==> src/rtl/hazard_ctrl_if.sv <==
`default_nettype none
// ============================================================================
//  Module      : hazard_ctrl_if
//  Description : Bundle of the pipeline-facing signals of hazard_ctrl.
//                The slave side is the hazard controller. The master side is
//                the pipeline (decoder, EX stage, WB stage, board I/O).
//  Signals     : id_rs/id_rt/id_r1_used/id_r2_used - ID register use
//                ex_mem_to_reg/ex_reg_write/ex_dest - EX write-back info
//                ex_redirect - taken branch/jump resolved in EX
//                wb_halt/go  - syscall halt and resume request
//                cnt_clr     - clear all performance counters
//                stall/flush_if_id/flush_id_ex - pipeline control (comb.)
//                halted, cycle_cnt, stall_cnt, flush_cnt - registered status
//  Revision    : 1.0 - initial release
// ============================================================================
interface hazard_ctrl_if #(
  parameter int CNT_W = 32
);
  logic [4:0]       id_rs;
  logic [4:0]       id_rt;
  logic             id_r1_used;
  logic             id_r2_used;
  logic             ex_mem_to_reg;
  logic             ex_reg_write;
  logic [4:0]       ex_dest;
  logic             ex_redirect;
  logic             wb_halt;
  logic             go;
  logic             cnt_clr;
  logic             stall;
  logic             flush_if_id;
  logic             flush_id_ex;
  logic             halted;
  logic [CNT_W-1:0] cycle_cnt;
  logic [CNT_W-1:0] stall_cnt;
  logic [CNT_W-1:0] flush_cnt;

  modport slave (
    input  id_rs, id_rt, id_r1_used, id_r2_used,
    input  ex_mem_to_reg, ex_reg_write, ex_dest, ex_redirect,
    input  wb_halt, go, cnt_clr,
    output stall, flush_if_id, flush_id_ex,
    output halted, cycle_cnt, stall_cnt, flush_cnt
  );

  modport master (
    output id_rs, id_rt, id_r1_used, id_r2_used,
    output ex_mem_to_reg, ex_reg_write, ex_dest, ex_redirect,
    output wb_halt, go, cnt_clr,
    input  stall, flush_if_id, flush_id_ex,
    input  halted, cycle_cnt, stall_cnt, flush_cnt
  );
endinterface
`default_nettype wire

==> src/rtl/hazard_ctrl.sv <==
`default_nettype none
// ============================================================================
//  Module      : hazard_ctrl
//  Description : Hazard and halt controller for the 5-stage MIPS pipeline.
//                Detects load-use hazards, turns EX redirects into flushes,
//                runs the syscall halt/resume state machine and keeps
//                saturating performance counters.
//  Ports       : clk   - system clock, rising edge
//                rst_n - synchronous active-low reset
//                bus   - hazard_ctrl_if.slave, pipeline signals and status
//  Revision    : 1.0 - initial release
// ============================================================================
module hazard_ctrl #(
  parameter int CNT_W = 32
) (
  input  wire logic     clk,
  input  wire logic     rst_n,
  hazard_ctrl_if.slave  bus
);

  typedef enum logic [0:0] {
    ST_RUN  = 1'b0,
    ST_HALT = 1'b1
  } state_t;

  localparam logic [CNT_W-1:0] C_CNT_MAX  = {CNT_W{1'b1}};
  localparam logic [CNT_W-1:0] C_CNT_ZERO = {CNT_W{1'b0}};
  localparam logic [CNT_W-1:0] C_CNT_ONE  = {{(CNT_W-1){1'b0}}, 1'b1};

  state_t           r_state;
  state_t           w_next;
  logic             w_lu;
  logic             w_redirect_case;
  logic             w_lu_case;
  logic             w_stall;
  logic             w_flush_if_id;
  logic             w_flush_id_ex;
  logic [CNT_W-1:0] r_cycle_cnt;
  logic [CNT_W-1:0] r_stall_cnt;
  logic [CNT_W-1:0] r_flush_cnt;

  // A load to r0 never creates a dependency since r0 is hard-wired to zero.
  always_comb begin
    w_lu = bus.ex_mem_to_reg & bus.ex_reg_write & (bus.ex_dest != 5'd0) &
           ((bus.id_r1_used & (bus.id_rs == bus.ex_dest)) |
            (bus.id_r2_used & (bus.id_rt == bus.ex_dest)));
  end

  // Redirect wins over load-use: the ID instruction is wrong-path anyway.
  always_comb begin
    w_redirect_case = (r_state == ST_RUN) & bus.ex_redirect;
    w_lu_case       = (r_state == ST_RUN) & ~bus.ex_redirect & w_lu;
  end

  always_ff @(posedge clk) begin
    if (!rst_n) begin
      r_state <= ST_RUN;
    end else begin
      r_state <= w_next;
    end
  end

  // Next state and the zero-latency pipeline controls.
  always_comb begin
    w_next        = r_state;
    w_stall       = 1'b0;
    w_flush_if_id = 1'b0;
    w_flush_id_ex = 1'b0;

    case (r_state)
      ST_RUN:  if (bus.wb_halt) w_next = ST_HALT;
      ST_HALT: if (bus.go)      w_next = ST_RUN;
      default: w_next = ST_RUN;
    endcase

    if (!rst_n) begin
      w_flush_if_id = 1'b1;
      w_flush_id_ex = 1'b1;
    end else if (r_state == ST_HALT) begin
      // Hold fetch, keep bubbling EX so older instructions drain.
      w_stall       = 1'b1;
      w_flush_id_ex = 1'b1;
    end else if (w_redirect_case) begin
      w_flush_if_id = 1'b1;
      w_flush_id_ex = 1'b1;
    end else if (w_lu_case) begin
      w_stall       = 1'b1;
      w_flush_id_ex = 1'b1;
    end
  end

  function automatic logic [CNT_W-1:0] sat_inc(input logic [CNT_W-1:0] v);
    sat_inc = (v == C_CNT_MAX) ? v : v + C_CNT_ONE;
  endfunction

  // Counters: reset, then clear, then increment. Nothing counts in HALT.
  always_ff @(posedge clk) begin
    if (!rst_n) begin
      r_cycle_cnt <= C_CNT_ZERO;
      r_stall_cnt <= C_CNT_ZERO;
      r_flush_cnt <= C_CNT_ZERO;
    end else if (bus.cnt_clr) begin
      r_cycle_cnt <= C_CNT_ZERO;
      r_stall_cnt <= C_CNT_ZERO;
      r_flush_cnt <= C_CNT_ZERO;
    end else begin
      if (r_state == ST_RUN) r_cycle_cnt <= sat_inc(r_cycle_cnt);
      if (w_lu_case)         r_stall_cnt <= sat_inc(r_stall_cnt);
      if (w_redirect_case)   r_flush_cnt <= sat_inc(r_flush_cnt);
    end
  end

  assign bus.stall       = w_stall;
  assign bus.flush_if_id = w_flush_if_id;
  assign bus.flush_id_ex = w_flush_id_ex;
  assign bus.halted      = (r_state == ST_HALT);
  assign bus.cycle_cnt   = r_cycle_cnt;
  assign bus.stall_cnt   = r_stall_cnt;
  assign bus.flush_cnt   = r_flush_cnt;

endmodule
`default_nettype wire

==> src/flat_wrapper.sv <==
// flat-port wrapper written by rule: the top's interface ports become plain ports
module hazard_ctrl_flat 
#(
  parameter int CNT_W = 32
)
  (clk, rst_n, bus_id_rs, bus_id_rt, bus_id_r1_used, bus_id_r2_used, bus_ex_mem_to_reg, bus_ex_reg_write, bus_ex_dest, bus_ex_redirect, bus_wb_halt, bus_go, bus_cnt_clr, bus_stall, bus_flush_if_id, bus_flush_id_ex, bus_halted, bus_cycle_cnt, bus_stall_cnt, bus_flush_cnt);
  hazard_ctrl_if #(.CNT_W(CNT_W)) bus_i ();
  input  wire logic clk;
  input  wire logic rst_n;
  input wire logic [$bits(bus_i.id_rs)-1:0] bus_id_rs;
  input wire logic [$bits(bus_i.id_rt)-1:0] bus_id_rt;
  input wire logic [$bits(bus_i.id_r1_used)-1:0] bus_id_r1_used;
  input wire logic [$bits(bus_i.id_r2_used)-1:0] bus_id_r2_used;
  input wire logic [$bits(bus_i.ex_mem_to_reg)-1:0] bus_ex_mem_to_reg;
  input wire logic [$bits(bus_i.ex_reg_write)-1:0] bus_ex_reg_write;
  input wire logic [$bits(bus_i.ex_dest)-1:0] bus_ex_dest;
  input wire logic [$bits(bus_i.ex_redirect)-1:0] bus_ex_redirect;
  input wire logic [$bits(bus_i.wb_halt)-1:0] bus_wb_halt;
  input wire logic [$bits(bus_i.go)-1:0] bus_go;
  input wire logic [$bits(bus_i.cnt_clr)-1:0] bus_cnt_clr;
  output wire logic [$bits(bus_i.stall)-1:0] bus_stall;
  output wire logic [$bits(bus_i.flush_if_id)-1:0] bus_flush_if_id;
  output wire logic [$bits(bus_i.flush_id_ex)-1:0] bus_flush_id_ex;
  output wire logic [$bits(bus_i.halted)-1:0] bus_halted;
  output wire logic [$bits(bus_i.cycle_cnt)-1:0] bus_cycle_cnt;
  output wire logic [$bits(bus_i.stall_cnt)-1:0] bus_stall_cnt;
  output wire logic [$bits(bus_i.flush_cnt)-1:0] bus_flush_cnt;
  assign bus_i.id_rs = bus_id_rs;
  assign bus_i.id_rt = bus_id_rt;
  assign bus_i.id_r1_used = bus_id_r1_used;
  assign bus_i.id_r2_used = bus_id_r2_used;
  assign bus_i.ex_mem_to_reg = bus_ex_mem_to_reg;
  assign bus_i.ex_reg_write = bus_ex_reg_write;
  assign bus_i.ex_dest = bus_ex_dest;
  assign bus_i.ex_redirect = bus_ex_redirect;
  assign bus_i.wb_halt = bus_wb_halt;
  assign bus_i.go = bus_go;
  assign bus_i.cnt_clr = bus_cnt_clr;
  assign bus_stall = bus_i.stall;
  assign bus_flush_if_id = bus_i.flush_if_id;
  assign bus_flush_id_ex = bus_i.flush_id_ex;
  assign bus_halted = bus_i.halted;
  assign bus_cycle_cnt = bus_i.cycle_cnt;
  assign bus_stall_cnt = bus_i.stall_cnt;
  assign bus_flush_cnt = bus_i.flush_cnt;
  hazard_ctrl #(.CNT_W(CNT_W)) u_core (.clk(clk), .rst_n(rst_n), .bus(bus_i));
endmodule
==> config.mk <==
export PLATFORM = sky130hd
export DESIGN_NAME = hazard_ctrl_flat
export DESIGN_NICKNAME = d
export VERILOG_FILES = /design/src/rtl/hazard_ctrl_if.sv /design/src/rtl/hazard_ctrl.sv /design/src/flat_wrapper.sv
export SDC_FILE = /design/constraint.sdc
export NUM_CORES = 1
export LEC_CHECK = 0
export CORE_ASPECT_RATIO = 0.8
export CORE_MARGIN = 1.5
export CORE_UTILIZATION = 30
export CTS_CLUSTER_DIAMETER = 30
export DETAILED_ROUTE_END_ITERATION = 8
export PLACE_DENSITY = 0.6
export SYNTH_ARGS = -nofsm -noshare
export SYNTH_HDL_FRONTEND = slang
export SYNTH_SLANG_ARGS = --single-unit
==> constraint.sdc <==
create_clock -name clk -period 2.5 [get_ports clk]
set_input_delay 0.5 -clock clk [delete_from_list [all_inputs] [get_ports clk]]
set_output_delay 0.5 -clock clk [all_outputs]
set_load 0.02 [all_outputs]
# == Yosys cells after proc, flatten, opt, wreduce, memory -nomap -nowiden ==
# Cells that the tools add are included.
# word_totals
ff_bits,97
output_inout_bits,100
inputBits,25
wordCells,45
# classes
n_mux,13
eq_ne,5
reduce_logical,5
add_sub_neg,3
bitwise_logic,15
# op_table
op,n
32-bit by 1-bit adder with 32-bit output (second input constant),3
32-bit == test (second input constant),3
1-bit 2-to-1 mux,12
5-bit == test,2
1-bit bitwise AND,8
1-bit inverter,6
2-bit AND reduction,3
5-bit nonzero test,1
1-bit case mux with 2 select lines,1
2-bit OR reduction,1
1-bit bitwise OR,1

# == Depth between registers and ports, before layout ==
# Gate-level depths: netlist of the first run.
# logic_depth
depth_word,9
mapped_depth,9
ltp_nobuf,7

# == Least setup slack after synthesis of the first run ==
# No wires, ideal clock.
# synth_path
path_type,input to output
startpoint,input bus_ex_dest[1]
endpoint,output bus_stall
t_required_ns,2.000
path_slack_ns,0.201
stages,7
arrival_time_ns,1.799
n_path_buf,1
path_cell_list,xnor2_1 nand4_1 o22ai_2 clkbuf_1 nand2_1 nor2_1 o21a_1
# synth_between
elab_chain_cells,9
elab_cells_between_ends,13
cone_classes,2 x eq/ne; 4 x mux; 6 x bitwise; 1 x reduce/logical
# synth_rtl
element,line,rtl
"start, declared",flat_wrapper.sv:16,input wire logic [$bits(bus_i.ex_dest)-1:0] bus_ex_dest;
"5-bit == test, on equally long branches","hazard_ctrl.sv:45, hazard_ctrl.sv:46",
"1-bit bitwise AND, on equally long branches","hazard_ctrl.sv:45, hazard_ctrl.sv:46",
1-bit bitwise OR,hazard_ctrl.sv:45,((bus.id_r1_used & (bus.id_rs == bus.ex_dest)) |
1-bit bitwise AND *,hazard_ctrl.sv:44,w_lu = bus.ex_mem_to_reg & bus.ex_reg_write & (bus.ex_dest != 5'd0) &
1-bit bitwise AND *,hazard_ctrl.sv:52,w_lu_case = (r_state == ST_RUN) & ~bus.ex_redirect & w_lu;
1-bit 2-to-1 mux *,hazard_ctrl.sv:86,end else if (w_lu_case) begin
1-bit 2-to-1 mux *,hazard_ctrl.sv:83,end else if (w_redirect_case) begin
1-bit 2-to-1 mux *,hazard_ctrl.sv:79,end else if (r_state == ST_HALT) begin
1-bit 2-to-1 mux *,hazard_ctrl.sv:76,if (!rst_n) begin
"end, declared",flat_wrapper.sv:21,output wire logic [$bits(bus_i.stall)-1:0] bus_stall;
# Every way passes the cells marked *; elsewhere a longest branch is shown, timed or not.

# == Worst setup path in the final report of the first run ==
# layout_path
startpoint,input bus_ex_dest[3]
endpoint,output bus_stall
# Same word-level chain as after synthesis.

==> flow_summary.ini, run 1 <==
[synthesis]
synth-edff-count = 0
synth.distinct_cells = 58
syn-num-nets = 609
synthFlopType = dfxtp_1
yosysSeqAreaShare_pct = 39.27
syn_avg_cell_area_um2 = 8.511
syn_inst = 581
netlist_area_um2 = 4945
async_flop_share_pct = 0
ys.warnings.count = 0
ys_ff_latch = 97

[global_routing]
first_global_vias = 4468
gr-total-overflow = 0
grtUsageMet1_pct = 21.35
track_usage_pct = 16.12
busiest_layer = met2
grt_use_met3_pct = 4.574
antenna_found_initial = 0
grt_pass1_wl_mm = 22.56
grt_use_met2_pct = 25.33
grt_max_degree = 43

[critical_path]
path_buf_inv = 2
crit_top_cell = o21a_1
cp.arrival_ns = 1.92
critPathTopFamily = simple AND/OR/NAND/NOR gates
path_class = input pin to output port
cp_data_required_time_ns = 2.00
slowest_delay_ns = 0.54
cp-end-kind = output port
slowest_stage = or4_4
worstPathMaxFanout = 2
crit_chain = clkdlybuf4s15_1 -> or4_4 -> o21a_1 -> nand2_2 -> nor2_2 -> o21a_1 -> buf_6
startpoint_type = input pin

[die]
die_width_um = 146.5
die-area_um2 = 17270
num_rows = 41
coreArea_um2 = 15950
ios = 125
die_h_um = 117.8
initial_core_util_pct = 30.99

[routing]
drc_errors = 0
first_pass_iters = 6
drtIter0Drc = 177
wl_per_cell_um = 14.27
num_vias = 4677
viasPerCell = 4.934
ant_nets = 0
drt-total-wl_mm = 13.53

[pwr]
pwr-share-comb_pct = 5.7
p_leak_nw = 2.242
p_int_mw = 2.371
p_switching_mw = 0.7246
power_frac_clock_pct = 44.0
power_frac_seq_pct = 50.3
swShare_pct = 23.41
power_density_nw_per_um2 = 447.9
report.power.total_mw = 3.095
peakVddDrop_mv = 0.3224

[timing]
fin_crit_sh_pct = 96.92
worstMarginPinSlew_ns = 0.5845
tns_ns = 0
finClkSkew_ns = 0.009461
rsz0062_at_grt = yes
finalMaxSlewViolations = 0
hold_slack_ns = 0.5190
setup_viol = 0
max_freq_mhz = 412.7
slew_headroom_pct = 60.71
hold_violations = 0
layout_min_cycle_time_ns = 2.423

[place]
io_buffer_count = 124
dpl.cell_count = 930
hpwlAfterDp_mm = 10.08
place.gp.congestion = 0.7988
placed_cell_area_um2 = 6578

[run]
maxCapViolations = 0

[clocking]
cts_buffer_depth = 2
cts_root_buffer = clkbuf_16
post_cts_hold_buffer_count = 0
h-tree-depth = 3
numCtsBuffers = 9
cts_tree = done
cts_sinks = 97
clk_latency_ns = 0.35
clk_pin_slew_ns = 0.06

[finish]
layout_commonest_cell = clkdlybuf4s50_1
layout-drive-gt1-share_pct = 12.69
diodes = 0
layout.cells.non_filler = 948
fillers = 1558
nNetsFinal = 756
final_area_um2 = 6910
mostFrequentLayoutCells = 112 x clkdlybuf4s50_1, 96 x dfxtp_1, 92 x nor2_1
synthToLayoutAreaGrowth_pct = 39.75

[status]
outcome = completed

[worst_hold_path]
worstHoldPathType = flip-flop to flip-flop
==> state kept, by name, indices dropped and copies added (netlist names) <==
name	count
u_core.bus.halted	1
u_core.bus.cycle_cnt	32
u_core.bus.stall_cnt	32
u_core.bus.flush_cnt	32
==> synthesized netlist by cell type, types with 2 or more instances <==
cell type	instances	share of area [%]
nor2b_1	2	0.25
nand4b_1	2	0.35
or4_1	5	0.76
a21oi_1	19	1.9
nor2_2	2	0.25
o21ai_0	16	1.6
inv_1	13	0.99
nor4_4	3	1.3
a211o_1	2	0.35
o211ai_1	3	0.46
and2_1	3	0.38
nor4_2	3	0.76
nand2b_1	2	0.25
ha_1	3	0.76
and3_1	8	1.0
dfxtp_1	97	39
nor3_1	10	1.0
clkbuf_1	14	1.1
nor4_1	2	0.25
o21ai_1	4	0.40
nand4_1	37	4.7
xor2_1	42	7.4
or3_1	23	2.9
xnor2_1	33	5.8
nand3_1	44	4.5
o21a_1	2	0.30
nand2_1	43	3.3
nor2_1	93	7.1
a31oi_1	4	0.51
buf_6	2	0.46
o21ai_2	5	0.89
and4_1	4	0.71
a21oi_2	6	1.1
or2_2	2	0.25
nand4_2	5	1.3
==> power by group through the flow <==
stage          Sequential (mW)  Combinational, mW  Clock, mW
6_report                  1.56              0.176       1.36
5_1_grt                   1.56              0.191       1.46
4_1_cts                   1.56              0.177       1.41
3_5_place_dp              1.59              0.177          0
3_3_place_gp              1.59              0.174          0
2_1_floorplan             1.59             0.0761          0
==> area by class of cell <==
class                      instances  area [um2]  share of cell area (%)
clock buffer                      11       252.7                   3.657
sequential                        97        1943                   28.12
clock inverter                     5       38.79                  0.5613
inverter                          13       48.80                  0.7061
tap                              215       269.0                   3.893
multi-input combinational        454        2878                   41.64
timing repair buffer             153        1480                   21.42
==> worst reg2reg max path, cell delays in order (launching register included) <==
cell and delay, ns:
dfxtp_1 0.46, ha_1 0.24, inv_1 0.11, or3_1 0.44, nor4b_2 0.50, nand3_1 0.17, xor2_1 0.16, nor2_1 0.05
==> per-layer routing <==
layer  vias to the layer above  wire length, um
met3                         9              740
met2                       122             6126
met5                         -                0
met4                         0              143
li1                       2355                -
met1                      2191             6515
==> cell families (layout without fill, tap and decap cells) <==
| logic type | after synthesis | count (layout) | share of synthesized area [%] |
|---|---|---|---|
| and+or+nand+nor | 303 | 303 | 33.35 |
| DFF | 97 | 97 | 39.27 |
| adders and majority gates | 3 | 3 | 0.7592 |
| buffers and inverters | 30 | 182 | 2.910 |
| AOI/OAI and AO/OA | 71 | 71 | 9.894 |
| xor gates and xnor gates | 76 | 76 | 13.61 |
| muxes | 1 | 1 | 0.2024 |
==> timing repair <==
action,CTS,global route
pin swaps,2,11
setup endpoints to repair,2,3
gates resized for setup,16,11
setup buffers,1,1
==> through the flow <==
| step | setup WS [ns] | utilization [%] |
|---|---|---|
| after detailed placement | -0.6521 | 41.23 |
| after global routing | -0.03037 | 43.31 |
| after global placement | -0.6270 | 41.23 |
| final | 0.07690 | 43.31 |
| after floorplan | 0.2009 | - |
| after CTS | 0.005121 | 43.09 |
==> path summary, 6_finish.rpt <==
path	start	endpoint	slack, ns	depth (start not counted)
setup / recovery	bus_ex_dest[3]	bus_stall	0.08	7
hold reg to reg	u_core.bus.stall_cnt[31]	u_core.bus.stall_cnt[31]	0.52	2
hold / removal	u_core.bus.stall_cnt[31]	u_core.bus.stall_cnt[31]	0.52	2
setup reg to reg	u_core.bus.stall_cnt[0]	u_core.bus.stall_cnt[30]	0.24	7
Note: power is estimated with default switching activity, not from simulation.
==> run 2: changes to the inputs <==
Settings changed: CORE_MARGIN 1.5 to default, SETUP_SLACK_MARGIN from default to 0.2.
==> run 2 against run 1 <==
  * Final cell count shrank 0.21%
  * Clock skew grew 0.0016 ns
  * Sequential power is essentially flat
  * Clock power grew 7%
  * Clock-buffer cell count shrank 1
  * Sequential share of layout area shrank 0.30 points
  * Largest power group unchanged
  * First-iteration DRC count grew 23%
  * Combinational power grew 2%
  * Highest routed layer unchanged
==> flow_summary.ini, run 2 (same netlist as run 1, synthesis figures left out) <==
[critical_path]
startpoint_type = input pin
r2r-end = u_core.bus.flush_cnt[25]
slowest_stage = or4_4
critPathTopFamily = simple AND/OR/NAND/NOR gates
reg2reg_from = u_core.bus.flush_cnt[25]
rrSetupSlack_ns = 0.32
cp.arrival_ns = 1.82
worstPathMaxFanout = 3
path_buf_inv = 2
slowest_delay_ns = 0.53
cp_data_required_time_ns = 2.00
cp-end-kind = output port
reg2reg_depth = 6
path_class = input pin to output port
crit_top_cell = o21a_1
crit_chain = buf_8 -> or4_4 -> o21a_1 -> nand2_2 -> nor2_2 -> o21a_1 -> buf_6

[place]
dpl.cell_count = 926
placed_cell_area_um2 = 6548
place_ws_ns = -0.6757
place.gp.congestion = 0.8383
hpwlAfterDp_mm = 9.836
io_buffer_count = 124

[timing]
layout_min_cycle_time_ns = 2.317
worstMarginPinSlew_ns = 0.6321
setup_viol = 0
finClkSkew_ns = 0.01104
max_freq_mhz = 431.7
tns_ns = 0
rsz0062_at_grt = yes
slew_headroom_pct = 57.51
fin_ws_ns = 0.1835
fin_crit_sh_pct = 92.66
hold_slack_ns = 0.5094
finalMaxSlewViolations = 0
hold_violations = 0

[routing]
wl_met1_mm = 6.686
ant_nets = 0
first_pass_iters = 6
viasPerCell = 4.996
dr.max_layer_used = met4
drc_errors = 0
drt-total-wl_mm = 13.45
wl_met2_mm = 5.857
wl_per_cell_um = 14.21
route.met3.wl_um = 792
drtIter0Drc = 217
num_vias = 4726

[finish]
fin_util_pct = 43.75
layout_commonest_cell = clkdlybuf4s50_1
regArea_um2 = 1942
synthToLayoutAreaGrowth_pct = 41.14
final_area_um2 = 6979
fillers = 1541
multiInputGateArea_um2 = 2939
nNetsFinal = 754
layout.cells.non_filler = 946
diodes = 0
layout-drive-gt1-share_pct = 13.54
mostFrequentLayoutCells = 106 x clkdlybuf4s50_1, 97 x dfxtp_1, 92 x nor2_1

[die]
ios = 125
die_h_um = 116.8
num_rows = 41
die-area_um2 = 17000
die_width_um = 145.5
initial_core_util_pct = 30.99
coreArea_um2 = 15950

[pwr]
p_int_mw = 2.449
swShare_pct = 23.20
power_frac_seq_pct = 48.8
p_switching_mw = 0.7400
report.power.total_mw = 3.189
power_frac_clock_pct = 45.6
p_leak_nw = 2.288
peakVddDrop_mv = 0.2605
power_density_nw_per_um2 = 457.0
pwr-share-comb_pct = 5.6

[worst_hold_path]
holdPathStages = 2
worstHoldPathType = flip-flop to flip-flop
hold_end = u_core.bus.stall_cnt[5]
min_from = u_core.bus.stall_cnt[5]

[global_routing]
first_global_vias = 4420
grt_max_degree = 67
grt_pass1_wl_mm = 21.97
track_usage_pct = 16.06
gr-total-overflow = 0
antenna_found_initial = 0

[status]
outcome = completed

[clocking]
clk_pin_slew_ns = 0.07
cts_tree = done
cts_buffer_depth = 2
cts_root_buffer = clkbuf_16
clk_latency_ns = 0.35
h-tree-depth = 3
cts_sinks = 97
numCtsBuffers = 9

[run]
maxCapViolations = 0
## run 2: final cells by class
class	count	share of cell area, %
clock inverters	6	1.040
well taps	215	3.854
multi-input cells	454	42.11
inverters	13	0.6992
repair buffers	151	21.05
clock buffers	10	3.424
flip-flops and latches	97	27.82
## run 2: routing by layer
metal | GRT usage (%) | vias to the layer above
li1 | - | 2340
met5 | 0 | -
met3 | 5.388 | 9
met2 | 25.00 | 123
met1 | 21.45 | 2254
met4 | 4.000 | 0
## run 2: what timing repair did
action | in CTS | in global routing
endpoints found under the setup margin | 19 | 31
setup buffers | 1 | 3
gates resized for setup | 30 | 25
cloned | 0 | 0
hold buffers | 0 | 0
pin swaps | 6 | 20
## run 2: power by group through the flow
stage                     clock, mW  sequential [mW]  combinational, mW
after floorplan                   0             1.59             0.0761
after global placement            0             1.59              0.176
after CTS                      1.50             1.56              0.180
after detailed placement          0             1.59              0.180
final                          1.45             1.56              0.180
after global routing           1.56             1.56              0.195
## run 2: worst max-delay path by stage
stage | start | end | slack, ns | cells after the start
4_1_cts | bus_id_rt[0] | bus_stall | 0.07 | 8
3_5_place_dp | bus_ex_dest[0] | bus_stall | -0.68 | 7
3_3_place_gp | bus_ex_dest[0] | bus_stall | -0.66 | 7
2_1_floorplan | bus_ex_dest[1] | bus_stall | 0.20 | 7
5_1_grt | bus_ex_mem_to_reg | u_core.bus.stall_cnt[27] | 0.12 | 10
6_report | bus_ex_dest[0] | bus_stall | 0.18 | 7
## run 2: worst reg2reg max path, stage by stage (launching register included)
cell,delay [ns]
dfxtp_1,0.41
nand4_1,0.25
or4_1,0.70
o211ai_4,0.38
nor3_1,0.12
xnor2_1,0.16
nor2_1,0.05
